**config.mk**
```make
export PLATFORM = sky130hd
export DESIGN_NAME = unified_mem_arbiter
export DESIGN_NICKNAME = d
export VERILOG_FILES = /design/src/rtl/unified_mem_arbiter.sv
export SDC_FILE = /design/constraint.sdc
export NUM_CORES = 1
export LEC_CHECK = 0
export BUFFER_PORTS_ARGS = -buffer_cell sky130_fd_sc_hd__buf_2
export CORE_MARGIN = 2
export CORE_UTILIZATION = 29
export DETAILED_ROUTE_END_ITERATION = 16
export GPL_ROUTABILITY_DRIVEN = 0
export GPL_TIMING_DRIVEN = 0
export PLACE_DENSITY_LB_ADDON = 0.25
export SETUP_SLACK_MARGIN = 0.05
export SLEW_MARGIN = 5
export SYNTH_ARGS = -nofsm -noshare
export SYNTH_HDL_FRONTEND = slang
export SYNTH_SLANG_ARGS = --single-unit
```
**constraint.sdc**
```tcl
create_clock -name clk -period 6.2 [get_ports clk]
set_input_delay 0.93 -clock clk [delete_from_list [all_inputs] [get_ports clk]]
set_output_delay 0.93 -clock clk [all_outputs]
set_load 0.005 [all_outputs]
```
**src/rtl/unified_mem_arbiter.sv**
```systemverilog
// Arbiter that shares one single-port unified memory between instruction fetch and the MEM stage.
// Optional ROUND_ROBIN_EN: alternate grants on contention instead of fixed DATA-over-FETCH priority.
module unified_mem_arbiter #(
    parameter int ADDR_W      = 32,
    parameter int DATA_W      = 32,
    parameter int WAIT_CYCLES = 2
) (
    input  logic              clk,
    input  logic              rst,
    input  logic              ifReq,
    input  logic [ADDR_W-1:0] ifAddress,
    output logic [DATA_W-1:0] ifData,
    output logic              ifReady,
    input  logic              memReadReq,
    input  logic              memWriteReq,
    input  logic [ADDR_W-1:0] memAddress,
    input  logic [DATA_W-1:0] memWriteData,
    output logic [DATA_W-1:0] memReadData,
    output logic              memReady,
    output logic              ramEn,
    output logic              ramWe,
    output logic [ADDR_W-1:0] ramAddress,
    output logic [DATA_W-1:0] ramWData,
    input  logic [DATA_W-1:0] ramRData
);

    typedef enum logic [1:0] {IDLE, ACCESS, DONE} state_t;
    typedef enum logic {FETCH = 1'b0, DATA = 1'b1} owner_t;

    localparam logic [3:0] CNT_LOAD = 4'(WAIT_CYCLES - 1);

    state_t              state_q, state_d;
    logic [3:0]          counter_q, counter_d;
    owner_t              owner_q, owner_d;
    owner_t              last_owner_q, last_owner_d;
    logic [ADDR_W-1:0]   addr_q, addr_d;
    logic [DATA_W-1:0]   wdata_q, wdata_d;
    logic                we_q, we_d;
    logic [DATA_W-1:0]   if_data_q, if_data_d;
    logic [DATA_W-1:0]   mem_rdata_q, mem_rdata_d;

    logic   data_req;
    owner_t grant;

    assign data_req = memReadReq | memWriteReq;

    always_comb begin
`ifdef ROUND_ROBIN_EN
        if (data_req && ifReq) begin
            grant = (last_owner_q == DATA) ? FETCH : DATA;
        end else begin
            grant = data_req ? DATA : FETCH;
        end
`else
        grant = data_req ? DATA : FETCH;
`endif
    end

    // NOTE: every _d gets its hold value first so no path through the case infers a latch.
    always_comb begin
        state_d      = state_q;
        counter_d    = counter_q;
        owner_d      = owner_q;
        last_owner_d = last_owner_q;
        addr_d       = addr_q;
        wdata_d      = wdata_q;
        we_d         = we_q;
        if_data_d    = if_data_q;
        mem_rdata_d  = mem_rdata_q;

        case (state_q)
            IDLE: begin
                if (data_req || ifReq) begin
                    owner_d   = grant;
                    addr_d    = (grant == DATA) ? memAddress : ifAddress;
                    wdata_d   = (grant == DATA) ? memWriteData : '0;
                    we_d      = (grant == DATA) && memWriteReq;
                    counter_d = CNT_LOAD;
                    state_d   = ACCESS;
                end
            end
            ACCESS: begin
                if (counter_q == 4'd0) begin
                    // ramRData is only guaranteed valid on the final access cycle.
                    if (!we_q) begin
                        if (owner_q == FETCH) begin
                            if_data_d = ramRData;
                        end else begin
                            mem_rdata_d = ramRData;
                        end
                    end
                    state_d = DONE;
                end else begin
                    counter_d = counter_q - 4'd1;
                end
            end
            DONE: begin
                last_owner_d = owner_q;
                state_d      = IDLE;
            end
            default: state_d = IDLE;
        endcase
    end

    // NOTE: state registers use non-blocking assignments so every flop samples pre-edge values.
    always_ff @(posedge clk or posedge rst) begin
        if (rst) begin
            state_q      <= IDLE;
            counter_q    <= '0;
            owner_q      <= FETCH;
            last_owner_q <= FETCH;
            addr_q       <= '0;
            wdata_q      <= '0;
            we_q         <= 1'b0;
            if_data_q    <= '0;
            mem_rdata_q  <= '0;
        end else begin
            state_q      <= state_d;
            counter_q    <= counter_d;
            owner_q      <= owner_d;
            last_owner_q <= last_owner_d;
            addr_q       <= addr_d;
            wdata_q      <= wdata_d;
            we_q         <= we_d;
            if_data_q    <= if_data_d;
            mem_rdata_q  <= mem_rdata_d;
        end
    end

    // Strobes decode straight from state so reset removes them without waiting for a clock.
    assign ramEn       = (state_q == ACCESS);
    assign ramWe       = ramEn && we_q;
    assign ramAddress  = addr_q;
    assign ramWData    = wdata_q;
    assign ifReady     = (state_q == DONE) && (owner_q == FETCH);
    assign memReady    = (state_q == DONE) && (owner_q == DATA);
    assign ifData      = if_data_q;
    assign memReadData = mem_rdata_q;

endmodule

```
==> results_dict.tcl, run 1 <==
set metrics [dict create \
    status "completed" \
    crit_type "flop to output port" \
    grt_pass1_wl_um 22800 \
    yosys-top-cells-area "dfrtp_1 (60%), mux2_4 (8.0%), mux2_2 (6.8%)" \
    avgRoutedWirePerCell_um 15.6 \
    drtAntennaViolNets 0 \
    grt_pass1_vias 4396 \
    synth-edff-count 0 \
    syn_inst 397 \
    synth-main-ff-cell "dfrtp_1" \
    endpoint_kind "output port" \
    start_kind "flop" \
    crit_slowest_cell "dfrtp_1" \
    ys_seq_area_frac 0.605 \
    num_rows 50 \
    slew_viol_final 0 \
    synthDistinctLibCells 34 \
    dr.first_iter.drc_count 89 \
    drive_gt1_frac 0.555 \
    max_stage_delay_ns 0.44 \
    nets 816 \
    clock_sinks 136 \
    period_share 0.406 \
    rrSetupSlack_ns 4.18 \
    pwr_density_cell_nw_per_um2 523 \
    antenna_found_initial 1 \
    period_needed_ns 2.52 \
    clkSlewWorstSetupHoldPaths_ns 0.06 \
    finalHoldViolations 0 \
    first_pass_iters 4 \
    vias 4349 \
    syn_area_per_cell_um2 14.2 \
    post_cts_buffers 0 \
    numCtsBuffers 17 \
    max_slew_margin 0.513 \
    antenna_cells 0 \
    drt-total-wl_um 14900 \
    mostFrequentLayoutCells "buf_2 (276), dfrtp_1 (136), a21oi_1 (65), mux2_2 (34), a22o_1 (33)" \
    design.core.area_um2 18900 \
    numPortBuffers 264 \
    synthToLayoutAreaGrowth_pct 40.3 \
    holdCritStartpoint "ramWData[1]$_DFFE_PP0P_" \
    hold_path_depth 1 \
    die_area_um2 20500 \
    cp_data_required_time_ns 5.27 \
    r2r-end "memReadData[26]$_DFFE_PP0P_" \
    finalSetupTns_ns 0 \
    fin_util 0.418 \
    path_cells "nand2b_4 -> inv_1 -> and2_1 -> buf_2" \
    htree_levels 4 \
    layout_commonest_cell "buf_2" \
    skew_ns 0.0106 \
    synth_area_um2 5630 \
    syn-num-nets 532 \
    synth_top_area_cell "dfrtp_1" \
    tritoncts "built" \
    timing.hold.ws_ns 0.497 \
    grt_util_all_layers 0.143 \
    reg2reg_depth 6 \
    ir_drop_uv 239 \
    die_h_um 143 \
    min_to "ramWData[1]$_DFFE_PP0P_" \
    reg2reg_from "counter_q[0]$_DFFE_PP0P_" \
    tightest_slew_ns 0.725 \
    pre_cts_ws_ns 3.62 \
    io_pins 265 \
    drc_errors 0 \
    clock_path_buffers 2 \
    synth_warnings 0 \
    drv_cap 0 \
    clk_latency_ns 0.41 \
    ctsHoldBuffers 0 \
    grt_setup_unrepaired "false" \
    setup-violations-final 0 \
    synthArstFlopShare 1.00 \
    fmax_mhz 397 \
    start_util 0.298 \
    cts-resized-gates 0 \
    synth_seq_cells 136 \
    place_hpwl_um 11200 \
    worstPathMaxFanout 7 \
    cp_data_arrival_time_ns 1.59 \
    total_leakage_power_nw 3.93 \
    synth.top_cell.area_share 0.605 \
    via_per_inst 4.56 \
    grt_start_max_net_pins 71 \
    layout_setup_ws_ns 3.68 \
    grt-ovfl-total 0 \
    hold_path.class "flop to flop" \
    root_buffer "clkbuf_16" \
    die_w_um 143 \
]
## routing by layer
metal  GRT usage  part of all wire
met5           0                 0
met4      0.0516             0.012
met3      0.0443             0.080
met2       0.231              0.48
met1       0.180              0.43
## final cells by class
| class | instances | area [um2] |
|---|---|---|
| Clock buffer | 19 | 443 |
| Multi-Input combinational cell | 229 | 2040 |
| Inverter | 5 | 23.8 |
| Fill cell | 1860 | 11000 |
| Timing Repair Buffer | 265 | 1350 |
| Tap cell | 260 | 325 |
| Sequential cell | 136 | 3400 |
| Buffer | 27 | 161 |
| Clock inverter | 13 | 144 |
## Yosys cell counts (3+ instances only)
| cell | count |
|---|---|
| mux2i_1 | 32 |
| buf_2 | 12 |
| inv_1 | 5 |
| dfrtp_1 | 136 |
| and2_1 | 3 |
| nor2_1 | 3 |
| o21ai_0 | 3 |
| buf_6 | 6 |
| mux2_4 | 30 |
| a22o_1 | 33 |
| mux2_2 | 34 |
| a21oi_1 | 65 |
| clkbuf_1 | 9 |
## how the worst max path moves through the flow
stage,from,to,slack (ns),cells after the start
detailed placement,memWriteReq,ramWData[0]$_DFFE_PP0P_,3.62,5
global route,state_q[1]$_DFFE_PP0P_,ramWe,3.52,4
CTS,state_q[1]$_DFFE_PP0P_,ramWe,3.65,4
finish,state_q[1]$_DFFE_PP0P_,ramWe,3.68,4
floorplan,rst,counter_q[0]$_DFFE_PP0P_,1.63,1
global placement,rst,ifData[19]$_DFFE_PP0P_,0.11,2
## sequential cells by signal (all words and copies together) (netlist names)
name,flops
owner_q,1
counter_q,4
ramAddress,32
memReadData,32
ifData,32
we_q,1
state_q,2
ramWData,32
## power breakdown
part	leakage (nW)	internal, W	switching, W	total (W)
Clock	0.276	0.000606	0.000394	0.00100
Combinational	2.06	0.000842	0.000708	0.00155
Sequential	1.60	0.00133	0.000242	0.00157
Total	3.93	0.00278	0.00135	0.00413
## stage by stage
stage,cell area (um2),cells,total power (W)
5_1_grt,7890,954,0.00443
3_3_place_gp,7270,921,0.00311
3_5_place_dp,7310,922,0.00316
4_1_cts,7890,954,0.00419
6_report,7890,954,0.00413
2_1_floorplan,5630,397,0.00245
## cells by family after synthesis
logic type | share of synthesized area
multiplexers | 0.205
flip-flops | 0.605
AO/OA/AOI/OAI | 0.118
buffers and inverters | 0.0320
adder cells (fa/ha/maj) | 0.00445
AND/OR/NAND/NOR | 0.0362
## worst max-delay path, delay by kind of cell, from the launching register on
| kind | cells | cell delay [ns] |
|---|---|---|
| simple gates | 2 | 0.37 |
| flops | 1 | 0.44 |
| buf+inv | 2 | 0.37 |
No activity file was read; power rests on OpenSTA's default activity.
==> inputs of run 2 (changes only) <==
clock period = 2.2 ns   (was 6.2 ns; I/O delays follow)
==> run 2 against run 1 <==
Non-clock buffer count is 2 higher; cell area is 0.43% higher; routed wire length is 2.6% higher; clock-buffer cell count stayed put; setup slack worse by 3.5 ns; sequential power grew to 2.8 times the previous value; register-to-register slack worse by 4.0 ns; critical path type is now flop to flop; largest power group unchanged; highest routed layer is now met5.
==> results_dict.tcl, run 2 (synthesis gave the netlist of run 1 again) <==
set metrics [dict create \
    status "completed" \
    clock_path_buffers 2 \
    die_area_um2 20500 \
    grt_pass1_vias 4528 \
    numCtsBuffers 17 \
    num_rows 50 \
    crit_type "flop to flop" \
    clkSlewWorstSetupHoldPaths_ns 0.06 \
    finish.instance_area_um2 7930 \
    design.core.area_um2 18900 \
    pwr_density_cell_nw_per_um2 1470 \
    hold_path.class "primary input to async pin" \
    reg2reg_depth 6 \
    pre_cts_ws_ns 0.146 \
    setup.worst_path.start "counter_q[0]$_DFFE_PP0P_" \
    vias 4325 \
    htree_levels 4 \
    finalHoldViolations 0 \
    drv_cap 0 \
    fillers 1876 \
    mostFrequentLayoutCells "buf_2 (276), dfrtp_1 (136), a21oi_1 (65), mux2_2 (34), a22o_1 (33)" \
    rrSetupSlack_ns 0.18 \
    drt-total-wl_um 15300 \
    tightest_slew_ns 0.832 \
    combPwrFrac 0.375 \
    synthToLayoutAreaGrowth_pct 40.9 \
    grt-ovfl-total 0 \
    max_slew_margin 0.444 \
    start_kind "flop" \
    drc_errors 0 \
    ctsHoldBuffers 0 \
    clk_latency_ns 0.41 \
    first_pass_iters 4 \
    numPortBuffers 264 \
    cp_data_required_time_ns 2.49 \
    reg2reg_from "counter_q[0]$_DFFE_PP0P_" \
    antenna_found_initial 2 \
    max_stage_delay_ns 0.45 \
    cp_data_arrival_time_ns 2.31 \
    clock_sinks 136 \
    route.met3.wl_um 1110 \
    nets 818 \
    endpoint_kind "flop" \
    grt_util_all_layers 0.146 \
    ir_drop_uv 481 \
    period_share 0.919 \
    root_buffer "clkbuf_16" \
    layout_commonest_cell "buf_2" \
    start_util 0.298 \
    skew_ns 0.00968 \
    pwr-share-seq 0.381 \
    layout_setup_ws_ns 0.179 \
    tritoncts "built" \
    dr_wl_met2_um 7210 \
    crit_slowest_cell "nor3b_4" \
    grt_setup_unrepaired "false" \
    r2r-end "memReadData[30]$_DFFE_PP0P_" \
    die_w_um 143 \
    via_per_inst 4.52 \
    placed_area_um2 7340 \
    cts-resized-gates 0 \
    path_cells "inv_1 -> ha_1 -> nor3b_4 -> nand4b_4 -> buf_6 -> mux2_4" \
    die_h_um 143 \
    drive_gt1_frac 0.556 \
    switching_share 0.329 \
    grt_pass1_wl_um 23300 \
    setup-violations-final 0 \
    period_needed_ns 2.02 \
    drt-met1-wl_um 6740 \
    timing.hold.ws_ns 0.0865 \
    avgRoutedWirePerCell_um 15.9 \
    io_pins 265 \
    power.switching_w 0.00384 \
    dr.first_iter.drc_count 113 \
    clkPwrFrac 0.243 \
    finalSetupTns_ns 0 \
    power.internal_w 0.00784 \
    slew_viol_final 0 \
    grt_start_max_net_pins 37 \
    routed.top_layer "met5" \
    fmax_mhz 495 \
    post_cts_buffers 0 \
    drtAntennaViolNets 0 \
    total_leakage_power_nw 3.95 \
    place_hpwl_um 11400 \
    worstPathMaxFanout 10 \
]
## run 2: worst max path at each step
stage                                  end  slack (ns)
2_1_floorplan     counter_q[0]$_DFFE_PP0P_        0.18
3_3_place_gp    ramAddress[10]$_DFFE_PP0P_       -0.67
3_5_place_dp       ramWData[1]$_DFFE_PP0P_        0.15
4_1_cts        memReadData[13]$_DFFE_PP0P_        0.17
5_1_grt         memReadData[1]$_DFFE_PP0P_        0.07
6_report       memReadData[30]$_DFFE_PP0P_        0.18
## run 2: power by group through the flow
stage,registers (W),logic [W],clock network [W]
2_1_floorplan,0.00452,0.00238,0
3_3_place_gp,0.00443,0.00434,0
3_5_place_dp,0.00447,0.00447,0
4_1_cts,0.00445,0.00447,0.00294
5_1_grt,0.00460,0.00484,0.00305
6_report,0.00446,0.00439,0.00284
## run 2: critical path, delay by kind of cell (launching register included)
| family | cells | cell delay [ns] |
|---|---|---|
| multiplexers | 1 | 0.31 |
| flip-flops | 1 | 0.41 |
| buffers and inverters | 2 | 0.33 |
| adder cells (fa/ha/maj) | 1 | 0.18 |
| AND/OR/NAND/NOR | 2 | 0.68 |
## run 2: stage by stage
stage | utilization | instances | power (W)
global route | 0.419 | 956 | 0.0125
finish | 0.420 | 957 | 0.0117
CTS | 0.419 | 956 | 0.0119
floorplan | - | 397 | 0.00690
detailed placement | 0.388 | 924 | 0.00894
global placement | 0.385 | 921 | 0.00876
## run 2: area by class of cell
cell class,count,area (um2),area share
Timing Repair Buffer,267,1380,0.174
Sequential cell,136,3400,0.429
Buffer,27,161,0.0204
Clock inverter,13,144,0.0182
Multi-Input combinational cell,229,2040,0.258
Inverter,5,22.5,0.00284
Antenna cell,1,2.50,0.000316
Clock buffer,19,443,0.0559
Tap cell,260,325,0.0410
## run 2: metal layers
metal / global-route usage / up-vias
li1: - / 2031
met3: 0.0523 / 16
met2: 0.243 / 180
met5: 0 / -
met1: 0.178 / 2096
met4: 0.0433 / 2
